**src/rtl/pclk_gen.sv**
```systemverilog
// PCLK / symbol clock generator with glitch-free ratio switching and lock tracking.
// Optional lock settling counter enabled by defining LOCK_CNT_EN.
module pclk_gen #(
    parameter int CNT_W       = 8,
    parameter int DIV_SYM     = 10,
    parameter int LOCK_CYCLES = 64
) (
    input  logic             Ref_Clk,
    input  logic             RST_n,
    input  logic [5:0]       DataBusWidth,
    input  logic             Div_Override_En,
    input  logic [CNT_W-1:0] Div_Override,
    output logic             PCLK,
    output logic             Sym_Clk,
    output logic             PCLK_Rise,
    output logic             Ratio_Busy,
    output logic             Locked,
    output logic             Ratio_Err
);

    typedef enum logic [1:0] {
        LOCKING   = 2'd0,
        LOCKED    = 2'd1,
        SWITCHING = 2'd2
    } state_t;

    localparam logic [CNT_W-1:0] SYM_RATIO = CNT_W'(DIV_SYM);

    // Empty marker block: present in the elaborated hierarchy only for illegal parameter sets.
    if (DIV_SYM < 2 || LOCK_CYCLES < 1) begin : g_illegal_params
    end

    state_t           state_reg;
    state_t           state_next;
    logic [CNT_W-1:0] req_ratio;
    logic             req_err;
    logic [CNT_W-1:0] ratio_reg;
    logic             ratio_valid_reg;
    logic [CNT_W-1:0] active_ratio;
    logic             load_ratio;
    logic [CNT_W-1:0] pclk_cnt_reg;
    logic             pclk_wrap;
    logic             pclk_reg;
    logic             pclk_rise_reg;
    logic [CNT_W-1:0] sym_cnt_reg;
    logic             sym_wrap;
    logic             sym_reg;
    logic             locked_reg;
    logic             busy_reg;
    logic             err_reg;
    logic             lock_done;

    // Requested ratio: bus-width decode, optionally replaced by the override.
    always_comb begin
        req_ratio = CNT_W'(10);
        req_err   = 1'b1;
        case (DataBusWidth)
            6'd8: begin
                req_ratio = CNT_W'(10);
                req_err   = 1'b0;
            end
            6'd16: begin
                req_ratio = CNT_W'(20);
                req_err   = 1'b0;
            end
            6'd32: begin
                req_ratio = CNT_W'(40);
                req_err   = 1'b0;
            end
            default: ;
        endcase
        if (Div_Override_En) begin
            if (Div_Override < CNT_W'(2)) begin
                req_ratio = CNT_W'(2);
                req_err   = 1'b1;
            end else begin
                req_ratio = Div_Override;
                req_err   = 1'b0;
            end
        end
    end

    // Until the first edge after reset the ratio register is stale, so the request is used directly.
    assign active_ratio = ratio_valid_reg ? ratio_reg : req_ratio;
    assign pclk_wrap    = (pclk_cnt_reg == active_ratio - CNT_W'(1));
    assign sym_wrap     = (sym_cnt_reg == SYM_RATIO - CNT_W'(1));
    assign load_ratio   = !ratio_valid_reg || ((state_reg == SWITCHING) && pclk_wrap);

`ifdef LOCK_CNT_EN
    localparam int LOCK_W = (LOCK_CYCLES > 1) ? $clog2(LOCK_CYCLES) : 1;

    logic [LOCK_W-1:0] lock_cnt_reg;

    assign lock_done = (lock_cnt_reg == LOCK_W'(LOCK_CYCLES - 1));

    // Restarts from zero whenever LOCKING is (re)entered after a ratio load.
    always_ff @(posedge Ref_Clk or negedge RST_n) begin
        if (!RST_n) begin
            lock_cnt_reg <= '0;
        end else if ((state_reg == LOCKING) && !lock_done) begin
            lock_cnt_reg <= lock_cnt_reg + LOCK_W'(1);
        end else begin
            lock_cnt_reg <= '0;
        end
    end
`else
    assign lock_done = 1'b1;
`endif

    always_comb begin
        state_next = state_reg;
        case (state_reg)
            LOCKING: begin
                if (lock_done) begin
                    state_next = LOCKED;
                end
            end
            LOCKED: begin
                if (req_ratio != active_ratio) begin
                    state_next = SWITCHING;
                end
            end
            SWITCHING: begin
                if (pclk_wrap) begin
                    state_next = LOCKING;
                end
            end
            default: state_next = LOCKING;
        endcase
    end

    always_ff @(posedge Ref_Clk or negedge RST_n) begin
        if (!RST_n) begin
            state_reg  <= LOCKING;
            locked_reg <= 1'b0;
            busy_reg   <= 1'b1;
            err_reg    <= 1'b0;
        end else begin
            state_reg  <= state_next;
            locked_reg <= (state_next == LOCKED);
            busy_reg   <= (state_next != LOCKED);
            err_reg    <= req_err;
        end
    end

    // New ratio only takes effect at a natural wrap, so the running period is never cut short.
    always_ff @(posedge Ref_Clk or negedge RST_n) begin
        if (!RST_n) begin
            pclk_cnt_reg    <= '0;
            pclk_reg        <= 1'b0;
            pclk_rise_reg   <= 1'b0;
            ratio_reg       <= CNT_W'(10);
            ratio_valid_reg <= 1'b0;
        end else begin
            pclk_reg        <= (pclk_cnt_reg < (active_ratio >> 1));
            pclk_rise_reg   <= (pclk_cnt_reg == '0);
            pclk_cnt_reg    <= pclk_wrap ? '0 : pclk_cnt_reg + CNT_W'(1);
            ratio_valid_reg <= 1'b1;
            if (load_ratio) begin
                ratio_reg <= req_ratio;
            end
        end
    end

    always_ff @(posedge Ref_Clk or negedge RST_n) begin
        if (!RST_n) begin
            sym_cnt_reg <= '0;
            sym_reg     <= 1'b0;
        end else begin
            sym_reg     <= (sym_cnt_reg < (SYM_RATIO >> 1));
            sym_cnt_reg <= sym_wrap ? '0 : sym_cnt_reg + CNT_W'(1);
        end
    end

    assign PCLK       = pclk_reg;
    assign PCLK_Rise  = pclk_rise_reg;
    assign Sym_Clk    = sym_reg;
    assign Locked     = locked_reg;
    assign Ratio_Busy = busy_reg;
    assign Ratio_Err  = err_reg;

endmodule
```
**config.mk**
```make
export PLATFORM = sky130hd
export DESIGN_NAME = pclk_gen
export DESIGN_NICKNAME = d
export VERILOG_FILES = /design/src/rtl/pclk_gen.sv
export SDC_FILE = /design/constraint.sdc
export NUM_CORES = 1
export LEC_CHECK = 0
export CELL_PAD_IN_SITES_DETAIL_PLACEMENT = 0
export CELL_PAD_IN_SITES_GLOBAL_PLACEMENT = 2
export CORE_MARGIN = 2
export CORE_UTILIZATION = 40
export DETAILED_ROUTE_END_ITERATION = 8
export DONT_BUFFER_PORTS = 1
export PLACE_DENSITY = 0.79
export SETUP_SLACK_MARGIN = 0.15
export SYNTH_ARGS = -nofsm -noshare
export SYNTH_HDL_FRONTEND = slang
export SYNTH_SLANG_ARGS = --single-unit
```
**constraint.sdc**
```tcl
create_clock -name Ref_Clk -period 9.3 [get_ports Ref_Clk]
set_clock_uncertainty 0.05 [all_clocks]
set_input_delay 0.465 -clock Ref_Clk [delete_from_list [all_inputs] [get_ports Ref_Clk]]
set_output_delay 0.465 -clock Ref_Clk [all_outputs]
set_load 0.05 [all_outputs]
```
Word level (Yosys, flattened, before mapping)
Cells that the tools add are included.
{"block": "word_totals", "ff_bits": 33, "latchBits": 0, "ram_bits": 0, "mem_bits_ro": 0, "in_bits": 17, "out_inout_bits": 6, "wordCells": 45, "mem_count": 0}
{"block": "classes", "addsub": 3, "multipliers": 0, "div": 0, "n_lt_le_gt_ge": 3, "n_eq_ne": 10, "n_shift": 0, "mux": 12, "bitwise": 0, "reduce_logical": 6}
{"cell": "$mux 8", "n": 5}
{"cell": "$add 8x1->8 const B", "n": 2}
{"cell": "$pmux 6 s2", "n": 1}
{"cell": "$eq 8x4->1 const B", "n": 1}
{"cell": "$eq 8x8->1", "n": 1}
{"cell": "$logic_not 8->1", "n": 1}
{"cell": "$lt 8x2->1 const B", "n": 1}
{"cell": "$lt 8x3->1 const B", "n": 1}
{"cell": "$lt 8x7->1", "n": 1}
{"cell": "$ne 8x8->1", "n": 1}
{"cell": "$sub 8x1->8 const B", "n": 1}
{"cell": "$eq 6x4->1 const B", "n": 1}
{"cell": "$eq 6x5->1 const B", "n": 1}
{"cell": "$eq 6x6->1 const B", "n": 1}
{"cell": "$pmux 2 s3", "n": 1}
{"cell": "$eq 2x1->1 const B", "n": 2}
{"cell": "$mux 2", "n": 2}
{"cell": "$mux 1", "n": 3}
{"cell": "$reduce_or 3->1", "n": 1}
{"cell": "$eq 2x2->1 const B", "n": 1}
{"cell": "$logic_not 2->1", "n": 1}
{"cell": "$ne 2x1->1 const B", "n": 1}
{"cell": "$logic_and 1x1->1", "n": 1}
{"cell": "$logic_not 1->1", "n": 1}
{"cell": "$logic_or 1x1->1", "n": 1}

Logic depth before layout (Yosys ltp)
{"block": "depth", "ltp_word": 9, "ltp_mapped": 15, "depth_no_buf": 12}

Least setup slack after synthesis
Ideal clock, no wire load.
{"block": "synth_path", "kind": "input to register", "from": "in Div_Override[2]", "to": "reg ratio_reg[5]", "setup_ns": 0.125, "arrival_ns": 3.656, "required_ns": 9.125, "setup_slack_ns": 5.469, "cell_stages": 14, "n_path_buf": 2, "path_cell_list": "or4_4 > o311ai_2 > o21ai_1 > inv_1 > ha_1 > buf_1 > o2111ai_1 > nor4_1 > o22ai_1 > a41oi_1 > a41oi_1 > o41a_1 > buf_4 > mux2_4"}
{"block": "synth_via", "elab_chain_len": 8}
{"item": "from (decl)", "line_no": "12", "text": "input logic [CNT_W-1:0] Div_Override,"}
{"item": "$lt 8x2->1", "line_no": "73", "text": "if (Div_Override < CNT_W'(2)) begin"}
{"item": "$mux 8 *", "line_no": "73"}
{"item": "$mux 8 *", "line_no": "72", "text": "if (Div_Override_En) begin"}
{"item": "$mux 8", "line_no": "84", "text": "assign active_ratio = ratio_valid_reg ? ratio_reg : req_ratio;"}
{"item": "$sub 8x1->8", "line_no": "85", "text": "assign pclk_wrap = (pclk_cnt_reg == active_ratio - CNT_W'(1));"}
{"item": "$eq 8x8->1", "line_no": "85"}
{"item": "$logic_and 1x1->1", "line_no": "87", "text": "assign load_ratio = !ratio_valid_reg || ((state_reg == SWITCHING) && pclk_wrap);"}
{"item": "$logic_or 1x1->1", "line_no": "87"}
{"item": "to (signal assigned)", "line_no": "160", "text": "ratio_reg <= req_ratio;"}
{"item": "to (decl)", "line_no": "37", "text": "logic [CNT_W-1:0] ratio_reg;"}
Mark *: on every way between the ends. The rest lies on a longest branch, timed or not.
A chain may end at the register's enable or synchronous reset.

Final worst setup path
Ends and elaborated chain as after synthesis.

==> flow_summary.json <==
{
  "status": "complete, no violations",
  "synthCells": 251,
  "final_nets": 281,
  "ys_seq_elements": 33,
  "p_switching_uw": 205.5,
  "syn_nets": 280,
  "htree_levels": 2,
  "syn_area_um2": 2306,
  "clk_latency_ns": 0.29,
  "synth_most_common_cell": "dfrtp_1",
  "diodes": 0,
  "vias": 1795,
  "p_per_area_nw_per_um2": 217.5,
  "drc": 0,
  "critPathLaunchType": "primary input",
  "gp_congestion": 0.8653,
  "cp_max_fo": 9,
  "cts.clk_slew.worst_paths_ns": 0.07,
  "p_sw_share_pct": 37.71,
  "overflow": 0,
  "rsz0062_at_grt": "no",
  "drt_first_pass_iters": 4,
  "cap_violations": 0,
  "num_rows": 27,
  "dp_cells": 315,
  "synth_edf_count": 0,
  "netlist.area_leader.share_pct": 32.56,
  "area_delta_synth_final_pct": 8.681,
  "worst_setup_path_end_kind": "register",
  "cts_tree": "yes",
  "synth_top_cell_by_area": "dfrtp_1",
  "layout_setup_ws_ns": 5.402,
  "hold_path_class": "in2reg",
  "worstPathRequired_ns": 9.43,
  "tightest_slew_ns": 0.8387,
  "cts_setup_buffers": 0,
  "final_area_um2": 2506,
  "post_cts_resized": 0,
  "vias_per_cell": 5.523,
  "nFillCells": 576,
  "slowest_delay_ns": 0.65,
  "worstSetupPathType": "in2reg",
  "fmax_mhz": 256.5,
  "p_int_uw": 339.5,
  "slew_viol_final": 0,
  "fin_crit_ns": 3.898,
  "multi_input_area_um2": 1388,
  "yosysWarnings": 0,
  "grt_max_degree": 34,
  "comb_power_share_pct": 28.0,
  "routedWlPerCell_um": 15.99,
  "cts_buffer_depth": 2,
  "die_x_um": 79.93,
  "seq_area_frac_synth_pct": 35.97,
  "start_util_pct": 41.62,
  "grt.total_usage_pct": 17.80,
  "grt_pass1_wl_um": 8714,
  "chipHeight_um": 79.93,
  "slew_headroom_pct": 44.08,
  "seqCellArea_um2": 829.5,
  "avgSynthCellArea_um2": 9.187,
  "pre_cts_slack_ns": 5.130,
  "drt_iter0_markers": 65,
  "antenna_found_initial": 0,
  "fp.dieArea_um2": 6388,
  "instances_no_fill": 325,
  "async_flop_share_pct": 100.0,
  "arrival_ns": 4.03,
  "cp_common_cell": "a41oi_1",
  "ys_types": 63,
  "dp_hpwl_um": 3845,
  "synth_area_leaders": "dfrtp_1, ha_1, xnor2_1",
  "p_seq_share_pct": 45.9,
  "ios": 23,
  "finalHoldViolations": 0,
  "setup_violations": 0,
  "critPathSlowestCell": "o41a_1",
  "power.share.clock_pct": 26.1,
  "min_period_over_period_pct": 41.92,
  "drive_above_1_share_pct": 10.67,
  "cts-buffers-inserted": 5,
  "finalSetupTns_ns": 0,
  "netlist_top_cells_count": "dfrtp_1, nor2_1, nand2_1",
  "post_dp_cell_area_um2": 2360,
  "cts-hold-fix-buffers": 2,
  "ant_nets": 0,
  "ctsRootBufferMaster": "clkbuf_8",
  "routed_wl_um": 5196,
  "worstPathCellList": "or4_4 > o311ai_2 > o21ai_1 > inv_1 > ha_1 > o2111ai_1 > nor4_1 > o22ai_1 > a41oi_1 > a41oi_1 > o41a_1 > mux2_4",
  "core-area_um2": 5540,
  "grt_pass1_vias": 1738,
  "p_leak_nw": 1.047,
  "clkSinkCount": 33,
  "portBuffers": 0,
  "synth-main-ff-cell": "dfrtp_1",
  "peakVddDrop_mv": 0.1154
}
==> path summary, 6_finish.rpt <==
kind	slack [ns]	cells past startpoint	start	end
max	5.40	12	Div_Override[2]	ratio_reg[5]
min	0.33	2	Div_Override[7]	ratio_reg[7]
max reg2reg	5.45	10	ratio_valid_reg	ratio_reg[5]
min reg2reg	0.42	1	sym_cnt_reg[7]	sym_cnt_reg[7]
max in group asynchronous	8.38	2	RST_n	Ratio_Busy
min in group asynchronous	0.57	2	RST_n	PCLK_Rise
==> cell families (layout without fill, tap and decap cells) <==
family	Yosys count	after routing	share of synthesized area, %
flops	33	33	35.97
mux	7	7	3.744
xor+xnor	24	24	9.116
buf+inv	22	24	3.852
other cells	1	1	0.1626
simple gates	102	102	24.63
compound gates	50	50	16.01
fa+ha+maj	12	12	6.511
==> critical path, delay by kind of cell <==
family                   cells  cell delay, ns
adder cells (fa/ha/maj)      1            0.36
AND/OR/NAND/NOR              2            0.80
AO/OA/AOI/OAI                7            1.83
buffers and inverters        1            0.21
multiplexers                 1            0.36
==> area by class of cell <==
type	count	area share, %
clock inverter	1	1.198
timing repair buffer	2	1.198
clock buffer	7	3.445
inverter	14	2.097
sequential	33	33.10
multi-input combinational	196	55.37
tap	72	3.595
==> layout by cell type (no fill, tap or decap), drive strengths merged, types with 2 or more instances in the layout <==
cell and instances:
dfstp 3, or3 2, a41oi 3, or4 3, or2 4, a21oi 8, and3 5, o22ai 4
nand3b 4, o211ai 2, nand3 8, mux2 4, nand2b 8, dfrtp 30, nor4 6, nor3 9
mux2i 3, xnor2 13, o31ai 3, nor2b 4, nand2 20, nor2 22, inv 14, a31oi 2
xor2 11, o21ai 11, ha 12, clkbuf 7, o21a 2
==> power groups by stage <==
stage / logic, mW / clock network [mW] / registers, mW
floorplan: 0.135 / 0 / 0.230
global placement: 0.148 / 0 / 0.253
detailed placement: 0.149 / 0 / 0.253
CTS: 0.155 / 0.146 / 0.250
global route: 0.178 / 0.153 / 0.257
finish: 0.153 / 0.142 / 0.250
==> metrics by stage <==
stage / hold slack [ns] / power, mW / util (%)
after floorplan: 0.1194 / 0.3647 / -
after global placement: 0.1202 / 0.4009 / 42.59
after detailed placement: 0.1201 / 0.4017 / 42.59
after CTS: 0.3083 / 0.5513 / 45.23
after global routing: 0.3232 / 0.5880 / 45.23
final: 0.3260 / 0.5451 / 45.23
==> metal layers <==
metal,track usage [%],routed length [µm],part of all wire (%)
met5,0,0,0
met4,6.780,116,2.2
met3,3.507,91,1.8
met2,25.67,2294,44
met1,26.02,2693,52
(Power assumes the default switching activity.)
